### src/rtl/uart_block_bridge_if.sv
// uart_block_bridge_if: byte-stream and 128-bit block signals between uart, bridge and SM4 datapath
`timescale 1ns/1ps
interface uart_block_bridge_if;
    logic         rx_pdvalid;
    logic [7:0]   rx_pdata;
    logic         tx_pdvalid;
    logic [7:0]   tx_pdata;
    logic         tx_done;
    logic         blk_out_valid;
    logic [127:0] blk_out_data;
    logic         blk_in_valid;
    logic [127:0] blk_in_data;
    logic         blk_in_ready;
    logic         frame_drop;
    modport master (
        output rx_pdvalid, rx_pdata, tx_done, blk_in_valid, blk_in_data,
        input  tx_pdvalid, tx_pdata, blk_out_valid, blk_out_data, blk_in_ready, frame_drop
    );
    modport slave (
        input  rx_pdvalid, rx_pdata, tx_done, blk_in_valid, blk_in_data,
        output tx_pdvalid, tx_pdata, blk_out_valid, blk_out_data, blk_in_ready, frame_drop
    );
endinterface

### src/rtl/uart_block_bridge.sv
// uart_block_bridge: packs 16 uart bytes into a 128-bit block and serialises result blocks back to bytes
`timescale 1ns/1ps
module uart_block_bridge #(
    parameter int GAP_CYC = 520_830,
    parameter int CNT_W   = 20
) (
    input logic               clk,
    input logic               rst_n,
    uart_block_bridge_if.slave bus_io
);
    typedef enum logic [1:0] {TX_IDLE, TX_SEND, TX_WAIT} tx_state_e;
    logic [3:0]       rx_idx_q, rx_idx_d;
    logic [127:0]     rx_sh_q, rx_sh_d;
    logic [CNT_W-1:0] gap_q, gap_d;
    logic [127:0]     blk_out_data_q, blk_out_data_d;
    logic             blk_out_valid_q, frame_drop_q;
    logic             expire, rx_last;
    tx_state_e        state_q;
    logic [127:0]     tx_sh_q;
    logic [3:0]       tx_idx_q;
    logic             tx_pdvalid_q, blk_in_ready_q;
    logic [7:0]       tx_pdata_q;
    // An arriving byte always beats gap expiry, so drop and block pulses never coincide.
    always_comb begin
        expire         = (rx_idx_q != 4'd0) && (gap_q == CNT_W'(GAP_CYC - 1)) && !bus_io.rx_pdvalid;
        rx_last        = bus_io.rx_pdvalid && (rx_idx_q == 4'd15);
        rx_sh_d        = bus_io.rx_pdvalid ? {rx_sh_q[119:0], bus_io.rx_pdata} : rx_sh_q;
        rx_idx_d       = bus_io.rx_pdvalid ? rx_idx_q + 4'd1 : (expire ? 4'd0 : rx_idx_q);
        gap_d          = (bus_io.rx_pdvalid || expire || rx_idx_q == 4'd0) ? '0 : gap_q + 1'b1;
        blk_out_data_d = rx_last ? rx_sh_d : blk_out_data_q;
    end
    always_ff @(posedge clk or negedge rst_n) begin
        if (!rst_n) begin
            rx_idx_q        <= '0;
            rx_sh_q         <= '0;
            gap_q           <= '0;
            blk_out_data_q  <= '0;
            blk_out_valid_q <= 1'b0;
            frame_drop_q    <= 1'b0;
        end else begin
            rx_idx_q        <= rx_idx_d;
            rx_sh_q         <= rx_sh_d;
            gap_q           <= gap_d;
            blk_out_data_q  <= blk_out_data_d;
            blk_out_valid_q <= rx_last;
            frame_drop_q    <= expire;
        end
    end
    // tx_pdata/tx_pdvalid are loaded on entry to TX_SEND so they appear in that state.
    always_ff @(posedge clk or negedge rst_n) begin
        if (!rst_n) begin
            state_q        <= TX_IDLE;
            tx_sh_q        <= '0;
            tx_idx_q       <= '0;
            tx_pdvalid_q   <= 1'b0;
            tx_pdata_q     <= '0;
            blk_in_ready_q <= 1'b1;
        end else begin
            case (state_q)
                TX_IDLE: if (bus_io.blk_in_valid) begin
                    tx_sh_q        <= bus_io.blk_in_data;
                    tx_idx_q       <= '0;
                    tx_pdata_q     <= bus_io.blk_in_data[127:120];
                    tx_pdvalid_q   <= 1'b1;
                    blk_in_ready_q <= 1'b0;
                    state_q        <= TX_SEND;
                end
                TX_SEND: begin
                    tx_pdvalid_q <= 1'b0;
                    state_q      <= TX_WAIT;
                end
                TX_WAIT: if (bus_io.tx_done) begin
                    if (tx_idx_q == 4'd15) begin
                        blk_in_ready_q <= 1'b1;
                        state_q        <= TX_IDLE;
                    end else begin
                        tx_sh_q      <= {tx_sh_q[119:0], 8'h00};
                        tx_idx_q     <= tx_idx_q + 4'd1;
                        tx_pdata_q   <= tx_sh_q[119:112];
                        tx_pdvalid_q <= 1'b1;
                        state_q      <= TX_SEND;
                    end
                end
                default: state_q <= TX_IDLE;
            endcase
        end
    end
    assign bus_io.blk_out_valid = blk_out_valid_q;
    assign bus_io.blk_out_data  = blk_out_data_q;
    assign bus_io.frame_drop    = frame_drop_q;
    assign bus_io.tx_pdvalid    = tx_pdvalid_q;
    assign bus_io.tx_pdata      = tx_pdata_q;
    assign bus_io.blk_in_ready  = blk_in_ready_q;
endmodule

### src/flat_wrapper.sv
// flat-port wrapper written by rule: the top's interface ports become plain ports
module uart_block_bridge_flat 
#(
    parameter int GAP_CYC = 520_830,
    parameter int CNT_W   = 20
)
  (clk, rst_n, bus_io_rx_pdvalid, bus_io_rx_pdata, bus_io_tx_done, bus_io_blk_in_valid, bus_io_blk_in_data, bus_io_tx_pdvalid, bus_io_tx_pdata, bus_io_blk_out_valid, bus_io_blk_out_data, bus_io_blk_in_ready, bus_io_frame_drop);
  uart_block_bridge_if bus_io_i ();
  input logic clk;
  input logic rst_n;
  input wire logic [$bits(bus_io_i.rx_pdvalid)-1:0] bus_io_rx_pdvalid;
  input wire logic [$bits(bus_io_i.rx_pdata)-1:0] bus_io_rx_pdata;
  input wire logic [$bits(bus_io_i.tx_done)-1:0] bus_io_tx_done;
  input wire logic [$bits(bus_io_i.blk_in_valid)-1:0] bus_io_blk_in_valid;
  input wire logic [$bits(bus_io_i.blk_in_data)-1:0] bus_io_blk_in_data;
  output wire logic [$bits(bus_io_i.tx_pdvalid)-1:0] bus_io_tx_pdvalid;
  output wire logic [$bits(bus_io_i.tx_pdata)-1:0] bus_io_tx_pdata;
  output wire logic [$bits(bus_io_i.blk_out_valid)-1:0] bus_io_blk_out_valid;
  output wire logic [$bits(bus_io_i.blk_out_data)-1:0] bus_io_blk_out_data;
  output wire logic [$bits(bus_io_i.blk_in_ready)-1:0] bus_io_blk_in_ready;
  output wire logic [$bits(bus_io_i.frame_drop)-1:0] bus_io_frame_drop;
  assign bus_io_i.rx_pdvalid = bus_io_rx_pdvalid;
  assign bus_io_i.rx_pdata = bus_io_rx_pdata;
  assign bus_io_i.tx_done = bus_io_tx_done;
  assign bus_io_i.blk_in_valid = bus_io_blk_in_valid;
  assign bus_io_i.blk_in_data = bus_io_blk_in_data;
  assign bus_io_tx_pdvalid = bus_io_i.tx_pdvalid;
  assign bus_io_tx_pdata = bus_io_i.tx_pdata;
  assign bus_io_blk_out_valid = bus_io_i.blk_out_valid;
  assign bus_io_blk_out_data = bus_io_i.blk_out_data;
  assign bus_io_blk_in_ready = bus_io_i.blk_in_ready;
  assign bus_io_frame_drop = bus_io_i.frame_drop;
  uart_block_bridge #(.GAP_CYC(GAP_CYC), .CNT_W(CNT_W)) u_core (.clk(clk), .rst_n(rst_n), .bus_io(bus_io_i));
endmodule
### config.mk
export PLATFORM = sky130hd
export DESIGN_NAME = uart_block_bridge_flat
export DESIGN_NICKNAME = d
export VERILOG_FILES = /design/src/rtl/uart_block_bridge_if.sv /design/src/rtl/uart_block_bridge.sv /design/src/flat_wrapper.sv
export SDC_FILE = /design/constraint.sdc
export NUM_CORES = 1
export LEC_CHECK = 0
export CORE_MARGIN = 2
export CORE_UTILIZATION = 25
export CTS_BUF_LIST = sky130_fd_sc_hd__clkbuf_8
export DETAILED_ROUTE_END_ITERATION = 10
export GPL_TIMING_DRIVEN = 0
export SLEW_MARGIN = 30
export SYNTH_ARGS = -nofsm -noshare
export SYNTH_HDL_FRONTEND = slang
export SYNTH_SLANG_ARGS = --single-unit
### constraint.sdc
create_clock -name clk -period 1.84 [get_ports clk]
set_clock_uncertainty 0.2 [all_clocks]
set_input_delay 0.276 -clock clk [delete_from_list [all_inputs] [get_ports clk]]
set_output_delay 0.276 -clock clk [all_outputs]
set_load 0.02 [all_outputs]
==> results of run 1 <==
cells in the mapped netlist, drive strengths merged, types with 2 or more instances:
master	number	area, um2
mux2i	120	1200
nand3	10	50.1
clkbuf	66	255
buf	37	194
nand2	394	1480
inv	7	26.3
ha	5	62.6
mux2	130	1460
or2	2	12.5
nor3	2	10.0
and3	6	40.0
nand4	4	31.3
nor2	21	78.8
o21ai	252	1260
o31ai	2	15.0
xor2	8	70.1
nor2b	3	18.8
a22o	11	96.3
nor3b	4	30.0
xnor2	4	35.0
or4	2	15.0
a21oi	8	40.0
dfrtp	417	10400
or3	7	48.8
stage by stage:
stage                     cells  worst slack [ns]  total power, uW  instance area (um2)
after floorplan            1533           -0.0559            21100                17100
after global placement     2686            -17.76            26000                21000
after detailed placement   2691             -1.06            26300                21200
after CTS                  2856            -0.113            37000                23600
after global routing       2875            -0.170            41300                24600
final                      2876            -0.117            39000                24600
logic make-up (layout without fill, tap and decap cells):
group / after synthesis / count (layout)
AND/OR/NAND/NOR: 460 / 460
flip-flops: 418 / 418
AO/OA/AOI/OAI: 278 / 278
multiplexers: 250 / 250
buffers and inverters: 110 / 575
XOR/XNOR: 12 / 12
adder cells (fa/ha/maj): 5 / 5
other: 0 / 5
flip-flops by register name (all words and copies together) (netlist names):
name / flops
u_core.bus_io.blk_out_data: 128
u_core.rx_sh_q: 128
u_core.tx_sh_q: 120
u_core.gap_q: 20
u_core.bus_io.tx_pdata: 8
u_core.rx_idx_q: 4
u_core.tx_idx_q: 4
u_core.state_q: 2
u_core.bus_io.blk_in_ready: 1
u_core.bus_io.blk_out_valid: 1
u_core.bus_io.frame_drop: 1
u_core.bus_io.tx_pdvalid: 1
how the worst min path moves through the flow:
stage	end	depth (start not counted)
floorplan	u_core.bus_io.blk_out_data[0]$_DFFE_PN0P_	0
global placement	u_core.bus_io.blk_out_data[2]$_DFFE_PN0P_	2
detailed placement	u_core.tx_sh_q[20]$_DFFE_PN0P_	1
CTS	u_core.rx_sh_q[17]$_DFF_PN0_	2
global route	u_core.tx_sh_q[20]$_DFFE_PN0P_	2
finish	u_core.tx_sh_q[20]$_DFFE_PN0P_	2
per-layer routing:
metal  vias up  GRT usage  wire, um
met4         0     0.0596      1540
met5         -          0         0
met3        96     0.0292      2390
met1      6532      0.179     22100
li1       6088          -         -
met2       288      0.240     25600
layout make-up:
type                    instances  area (um2)  area share
diodes                          5        12.5    0.000508
plain buffers                 103        1090      0.0443
clock buffers                  96        1320      0.0537
clock inverters                34         231     0.00940
inverters                       7        26.3     0.00107
multi-input cells            1005        7100       0.289
flip-flops and latches        418       10500       0.425
well taps                     873        1090      0.0444
repair buffers                335        3270       0.133
critical path, stage by stage (launching register included):
cell,delay [ns]
dfrtp_2,0.39
nand4_4,0.11
or4b_4,0.52
or3_4,0.42
a22o_1,0.21
power groups by stage:
stage | clock [uW] | sequential [uW] | combinational, uW
floorplan | 0 | 15400 | 5740
global placement | 0 | 14900 | 11000
detailed placement | 0 | 15000 | 11300
CTS | 9340 | 14900 | 12800
global route | 9760 | 15500 | 16100
finish | 9040 | 15100 | 14900
timing repair:
| item | in CTS | in global routing |
|---|---|---|
| pin swaps | 46 | 49 |
| gates resized for setup | 831 | 373 |
| setup endpoints to repair | 458 | 302 |
| cloned | 11 | 6 |
| setup buffers | 23 | 9 |
| hold endpoints to repair | 325 | 35 |
==> key figures, run 1 <==
CTS
  • H-tree depth: 3
  • Clock Sinks: approximately 420
  • Root buffer cell: clkbuf_8
  • CTS tree: built
  • Clk pin slew, worst setup/hold paths: about 0.060 ns
  • Clock tree buffer depth: 3
  • Hold-fix buffers, CTS: 2
  • TritonCTS Buffers: 74
  • Worst skew pair latency: around 0.63 ns

Outcome
  • Failing checks: negative hold slack, negative setup slack
  • Status: finished, violations left

Logic synthesis
  • Register area share after synthesis: 0.612
  • Cells after Synth: 1533
  • Post-synthesis xor/xnor area fraction: 0.00615
  • Synth unique cells: 42
  • Post-Synth Adder-Cell Area: 0.00366
  • Post-Synthesis Cell Area: 0.0171 mm2
  • Post-Synth Simple-Gate Area: 0.109
  • Async SR Flop Fraction: 1.00
  • Synth Area in Compound Gates: 0.0854
  • Yosys warns: 0
  • Synth Flop Type: dfrtp_1
  • Mux cell area share after synthesis: 0.156
  • Largest family of logic cells by synthesized area: multiplexers
  • Syn_nets: around 1700
  • Post-synth EDFFs: 0
  • Average size of a mapped cell: about 11 um2
  • Synthesized flop and latch total: between 400 and 500

STA
  • Final hold vios: 35
  • Post-route setup slack: -0.117 ns
  • Max transition margin: 0.519
  • Fin Setup TNS: -1.66 ns
  • Post-route clock period utilization: 1.06
  • Pins Over Slew Limit: 0
  • Max Clock Freq: about 0.51 GHz
  • Final setup violation count: 36
  • WHS: -0.0760 ns
  • RSZ-0062 raised after global routing: yes
  • Final min period: slightly below 2 ns
  • Worst-Margin Slew: 0.721 ns

Place
  • I/O Buffers: 280
  • Routability cong.: ~0.8
  • HPWL Detailed: around 36000 um

Finish
  • Fraction of layout cells with a size suffix above 1: 0.371
  • Core Util, Final: 0.365
  • # nets final: 2090
  • Fillers: about 6500
  • Area growth syn-to-layout: 44.0%
  • Most frequent cells in the layout: 414 x dfrtp_1, 393 x nand2_1, 139 x o21ai_2, 139 x clkdlybuf4s50_1, 130 x mux2_2
  • Commonest non-fill, non-tap cell in the layout: dfrtp_1

Worst setup path
  • Worst r2r src: u_core.gap_q[3]$_DFF_PN0_
  • Crit path to: u_core.rx_idx_q[1]$_DFFE_PN0P_
  • Critical Path Source: u_core.gap_q[3]$_DFF_PN0_
  • WP data arrival: roughly 2.3 ns
  • Worst R2R End: u_core.rx_idx_q[1]$_DFFE_PN0P_
  • CP max FO: 3
  • R2R depth: 4
  • Critical Path Sink Type: flop
  • Setup CP Type: reg2reg
  • CP Launch Type: flop
  • Required time worst endpoint: between 2 and 2.5 ns
  • FF-to-FF setup slack: -0.12 ns

Floorplan
  • Die X: ~270 um
  • Die area: 0.0705 mm2
  • Ports: around 280
  • Die height: between 200 and 300 um
  • Area of the core: about 0.067 mm2
  • Starting Density: 0.254
  • Num rows: 95

Routing
  • Drt first pass iters: 5
  • Vias per inst: around 4.5
  • Violation count after the first detailed-route iteration: about 890
  • Remaining DRCs: 0
  • Final WL: 51700 um
  • Average wire per standard cell: approximately 18 um
  • Post-DRT Antenna Nets: 0
  • DR vias: approximately 13000

GRT
  • Grt ovf: 0
  • Vias in the first global route: ~14000
  • Initial antenna violation count: 6
  • Largest net degree at the start of global routing: 94
  • First-pass GRT wire length: between 70000 and 80000 um
  • GRT Overall Usage: 0.143

Pwr
  • PD cells: 1580 mW/mm2
  • Combinational share of power: 0.381
  • Sw Share: 0.365
  • Sw Pwr: approximately 14000 uW
  • Internal Dissipation: between 20000 and 25000 uW
  • Clock Power Share: 0.232
  • Total leakage power: between 0.01 and 0.015 uW
  • Flop pwr share: 0.387
  • VDD IR max: about 0.59 mV

Flow run
  • MaxCap Viol Count: 0

Worst hold path
  • Hold/Removal Path Class: in2async
Note: power is estimated with default switching activity, not from simulation.
==> inputs of run 2 (changes only) <==
- REMOVE_ABC_BUFFERS: default -> 1
==> key figures, run 2 (synthesized netlist as in run 1, its figures left out) <==
Finish
  • Commonest non-fill, non-tap cell in the layout: dfrtp_1
  • Fraction of layout cells with a size suffix above 1: 0.327
  • Most frequent cells in the layout: 414 x dfrtp_1, 378 x nand2_1, 138 x clkdlybuf4s50_1
  • # nets final: roughly 2100
  • Area growth syn-to-layout: 48.9%

Routing
  • Remaining DRCs: 0
  • Top routing layer in use: met5
  • Met3 wire len: roughly 2700 um
  • Wl on met1: ~24000 um
  • Final WL: about 53000 um
  • DR vias: approximately 13000
  • Vias per inst: between 4 and 5
  • Average wire per standard cell: between 15 and 20 um
  • Violation count after the first detailed-route iteration: around 900
  • Drt first pass iters: 5
  • WL met2: 25000 um
  • Post-DRT Antenna Nets: 0

Floorplan
  • Ports: between 200 and 300
  • Die X: ~270 um
  • Starting Density: 0.254
  • Area of the core: around 0.067 mm2
  • Die area: roughly 0.070 mm2
  • Die height: about 270 um
  • Num rows: 95

STA
  • Worst-Margin Slew: 0.649 ns
  • Pins Over Slew Limit: 0
  • RSZ-0062 raised after global routing: yes
  • Max Clock Freq: around 0.4 GHz
  • Fin Setup TNS: -77.60 ns
  • Final setup violation count: roughly 150
  • Post-route clock period utilization: 1.36
  • Final hold vios: around 190
  • Max transition margin: 0.565
  • Post-route setup slack: -0.654 ns
  • Final min period: between 2 and 2.5 ns
  • WHS: -0.635 ns

Pwr
  • Tot Pwr: approximately 39000 uW
  • PD cells: around 1600 mW/mm2
  • Total leakage power: ~0.012 uW
  • VDD IR max: 0.571 mV

Place
  • I/O Buffers: 280
  • Routability cong.: around 0.77
  • HPWL Detailed: around 29000 um

GRT
  • Vias in the first global route: ~14000
  • Largest net degree at the start of global routing: 86
  • Grt ovf: 0
  • First-pass GRT wire length: 80500 um
  • Initial antenna violation count: 7
  • GRT Overall Usage: 0.145

Worst setup path
  • Largest stage delay, worst path: 0.42 ns
  • Worst r2r src: u_core.tx_idx_q[1]$_DFFE_PN0P_
  • Most common cell on crit path: buf_16
  • Setup CP Type: reg2reg
  • Critical Path Sink Type: flop
  • WP data arrival: approximately 2.9 ns
  • Cell Chain, Critical Path: ha_4 -> nand3_4 -> a31oi_4 -> buf_12 -> buf_16 -> buf_16 -> buf_16 -> or2_4 -> buf_16 -> bufbuf_16 -> o21ai_2
  • CP Launch Type: flop
  • CP max stage cell: dfrtp_1
  • CP max FO: 7
  • Critical Path Source: u_core.tx_idx_q[1]$_DFFE_PN0P_
  • Required time worst endpoint: 2.20 ns

CTS
  • H-tree depth: 3
  • Clock tree buffer depth: 3
  • Root buffer cell: clkbuf_8
  • CTS tree: built
  • Clk pin slew, worst setup/hold paths: 0.06 ns
  • Hold-fix buffers, CTS: 82
  • TritonCTS Buffers: between 70 and 80
  • Worst skew pair latency: 0.64 ns
  • Clock Sinks: 418

Flow run
  • MaxCap Viol Count: 0

Outcome
  • Status: finished, violations left
  • Failing checks: negative hold slack, negative setup slack

Worst hold path
  • Hold/Removal Path Class: in2async
-- run 2: changes by cell type in the layout (fill, tap and decap cells not counted), moves of 21 or more --
cell             delta
o21ai_2            -41
o21ai_0           +103
mux2i_1            +28
buf_16             +26
dlygate4sd3_1      +79
clkdlybuf4s15_2    -21
o21ai_1            -65
-- run 2: area by class of cell --
| class | instances | area [um2] |
|---|---|---|
| clock buffer | 90 | 1240 |
| timing repair inverter | 1 | 8.76 |
| clock inverter | 43 | 320 |
| multi-input combinational | 1005 | 6870 |
| fill | 6468 | 42000 |
| inverter | 7 | 47.5 |
| tap | 873 | 1090 |
| sequential | 418 | 10500 |
| timing repair buffer | 485 | 5380 |
| antenna | 8 | 20.0 |
-- run 2: final timing paths --
check,end,slack (ns),depth (start not counted)
hold reg to reg,u_core.bus_io.blk_out_data[38]$_DFFE_PN0P_,0.27,2
hold / removal,u_core.tx_sh_q[78]$_DFFE_PN0P_,-0.63,1
setup reg to reg,u_core.tx_sh_q[53]$_DFFE_PN0P_,-0.65,11
max in group asynchronous,u_core.rx_sh_q[95]$_DFF_PN0_,0.45,4
setup / recovery,u_core.tx_sh_q[53]$_DFFE_PN0P_,-0.65,11
min in group clk,u_core.tx_sh_q[34]$_DFFE_PN0P_,0.09,3
-- run 2: per-layer routing --
metal | global-route usage | up-vias
met3 | 0.0305 | 101
met4 | 0.0605 | 2
met5 | 0 | -
met2 | 0.233 | 355
li1 | - | 6168
met1 | 0.190 | 6755
-- run 2: worst max-delay path: cells and delay by family (launching register included) --
kind | cells | cell delay, ns
adders and majority gates | 1 | 0.19
AOI/OAI and AO/OA | 2 | 0.24
and+or+nand+nor | 2 | 0.37
buffers and inverters | 6 | 1.00
DFF | 1 | 0.42
-- run 2: power by group --
group	total, uW	internal [uW]	switching (uW)
clock	9140	5140	4000
sequential	14600	12700	1950
combinational	15700	7640	8050
-- run 2: per-stage QoR --
stage	hold slack [ns]	cell area (um2)	util	instances	setup WS (ns)
after global routing	-0.658	25400	0.377	2928	-0.704
final	-0.635	25400	0.378	2930	-0.654
after global placement	0.259	20500	0.305	2583	-18.51
after detailed placement	0.0399	21300	0.316	2618	-1.57
after CTS	-0.706	24700	0.366	2903	-0.668
after floorplan	-0.220	16600	-	1430	-8.37
-- run 2: what timing repair did --
action	CTS	global route
gates cloned	21	8
buffers inserted	53	15
pin swaps	53	68
endpoints found under the hold margin	311	192
gates resized for setup	725	154
endpoints found under the setup margin	429	264
==> inputs of run 3 (changes only) <==
- CORE_ASPECT_RATIO: default -> 1.2
==> key figures, run 3 (synthesized netlist as in run 1, its figures left out) <==
Floorplan
  • Die X: roughly 240 um
  • Starting Density: 0.251
  • Area of the core: about 0.07 mm2
  • Die area: roughly 0.07 mm2
  • Die height: slightly below 300 um
  • Num rows: 105
  • Ports: 281

STA
  • Max Clock Freq: roughly 0.48 GHz
  • RSZ-0062 raised after global routing: yes
  • Post-route clock period utilization: 1.14
  • Pins Over Slew Limit: 0
  • WHS: -0.0382 ns
  • Final hold vios: 25
  • Worst-Margin Slew: 0.488 ns
  • Final setup violation count: roughly 160
  • Fin Setup TNS: -21.74 ns
  • Final min period: about 2.1 ns
  • Max transition margin: 0.674
  • Post-route setup slack: -0.249 ns

Routing
  • Violation count after the first detailed-route iteration: 694
  • Average wire per standard cell: roughly 18 um
  • Vias per inst: 4.53
  • Final WL: around 55000 um
  • Remaining DRCs: 0
  • Drt first pass iters: 5
  • Post-DRT Antenna Nets: 0
  • DR vias: roughly 13000

Pwr
  • PD cells: between 1500 and 2000 mW/mm2
  • Total leakage power: 0.0117 uW
  • VDD IR max: between 0.7 and 0.8 mV

Place
  • Cells after DPL: 2654
  • DP Area: roughly 0.021 mm2
  • HPWL Detailed: 29100 um
  • I/O Buffers: 280
  • Routability cong.: slightly below 0.8

Worst setup path
  • Most common cell on crit path: buf_16
  • WP data arrival: 2.39 ns
  • Required time worst endpoint: around 2.2 ns
  • Critical Path Sink Type: flop
  • CP max FO: 8
  • Largest stage delay, worst path: 0.52 ns
  • Cell Chain, Critical Path: buf_16 -> nor2b_4 -> clkbuf_16 -> buf_16 -> buf_16 -> buf_16 -> mux2i_1 -> o21ai_1
  • CP Launch Type: flop
  • Setup CP Type: reg2reg
  • CP max stage cell: dfrtp_4

GRT
  • GR Util met1: 0.182
  • Grt ovf: 0
  • Global routing usage on met2: 0.252
  • Initial antenna violation count: 12
  • GRT met3 Usage: 0.0287
  • Vias in the first global route: between 10000 and 15000
  • First-pass GRT wire length: slightly above 80000 um
  • Most Used Layer, Global Route: met2
  • Largest net degree at the start of global routing: 83
  • GRT Overall Usage: 0.149

CTS
  • H-tree depth: 3
  • Root buffer cell: clkbuf_8
  • TritonCTS Buffers: 76
  • Hold-fix buffers, CTS: 15
  • CTS tree: built
  • Clock tree buffer depth: 3
  • Worst skew pair latency: around 0.63 ns
  • Clk pin slew, worst setup/hold paths: ~0.060 ns
  • Clock Sinks: roughly 420

Finish
  • Core Util, Final: 0.384
  • Most frequent cells in the layout: 414 x dfrtp_1, 388 x nand2_1, 138 x clkdlybuf4s50_1
  • Area growth syn-to-layout: 53.0%
  • Post-layout instance area: 0.0261 mm2
  • # nets final: roughly 2100
  • Fillers: 6564
  • Commonest non-fill, non-tap cell in the layout: dfrtp_1
  • Final std cells w/o fill: 2963
  • Fraction of layout cells with a size suffix above 1: 0.348

Worst hold path
  • Hold/Removal Path Class: in2async

Flow run
  • MaxCap Viol Count: 0

Outcome
  • Status: finished, violations left
  • Failing checks: negative hold slack, negative setup slack
==> run 3: path summary, 6_finish.rpt <==
path / start / slack, ns / cells past startpoint / end
worst max-delay path: u_core.state_q[0]$_DFFE_PN0P_ / -0.25 / 8 / u_core.tx_sh_q[101]$_DFFE_PN0P_
worst min-delay path: rst_n / -0.04 / 2 / u_core.tx_sh_q[4]$_DFFE_PN0P_
worst max register to register: u_core.state_q[0]$_DFFE_PN0P_ / -0.25 / 8 / u_core.tx_sh_q[101]$_DFFE_PN0P_
worst min register to register: u_core.bus_io.blk_out_data[83]$_DFFE_PN0P_ / 0.27 / 2 / u_core.bus_io.blk_out_data[83]$_DFFE_PN0P_
max in group asynchronous: rst_n / 0.31 / 4 / u_core.bus_io.blk_out_valid$_DFF_PN0_
min in group clk: bus_io_blk_in_data[78] / 0.06 / 3 / u_core.tx_sh_q[78]$_DFFE_PN0P_
==> run 3: final cells by class <==
type / instances / area [um2] / area share
Clock buffer: 89 / 1220 / 0.0469
Timing Repair inverter: 2 / 25.0 / 0.000957
Antenna cell: 12 / 30.0 / 0.00115
Sequential cell: 418 / 10500 / 0.400
Timing Repair Buffer: 472 / 5900 / 0.226
Tap cell: 909 / 1140 / 0.0435
Inverter: 7 / 52.6 / 0.00201
Multi-Input combinational cell: 1007 / 6920 / 0.265
Clock inverter: 47 / 384 / 0.0147
==> run 3: routing by layer <==
layer / part of all wire / wire (um) / up-vias
met5: 0 / 0 / -
met1: 0.42 / 23000 / 6789
met2: 0.50 / 27000 / 344
met4: 0.039 / 2130 / 0
met3: 0.045 / 2440 / 114
li1: - / - / 6170
==> run 3: report_power, final <==
| part | switching (uW) | internal (uW) | total [uW] | leakage, uW |
|---|---|---|---|---|
| clock | 4110 | 5280 | 9400 | 0.000900 |
| combinational | 8340 | 8810 | 17100 | 0.00551 |
| sequential | 2170 | 12700 | 14900 | 0.00532 |
==> run 3: critical path, delay by kind of cell (launching register included) <==
kind / cells / cell delay [ns]
buffers and inverters: 5 / 0.72
AO/OA/AOI/OAI: 1 / 0.11
AND/OR/NAND/NOR: 1 / 0.18
flip-flops: 1 / 0.52
multiplexers: 1 / 0.21
==> run 3: timing repair <==
action                                  in CTS  in global routing
endpoints found under the setup margin     430                276
buffers inserted                            75                 33
hold endpoints to repair                   314                 42
gates resized for setup                    738                211
pin swaps                                   32                 32
cloned                                      37                 14
==> run 3: metrics by stage <==
stage               hold slack [ns]  setup WS (ns)  total power (uW)
finish                      -0.0382         -0.249             41400
CTS                         -0.0864         -0.230             39800
floorplan                    -0.220          -8.37             20100
detailed placement           0.0268          -1.30             26400
global route                -0.0277         -0.303             43700
global placement              0.260         -18.56             24200
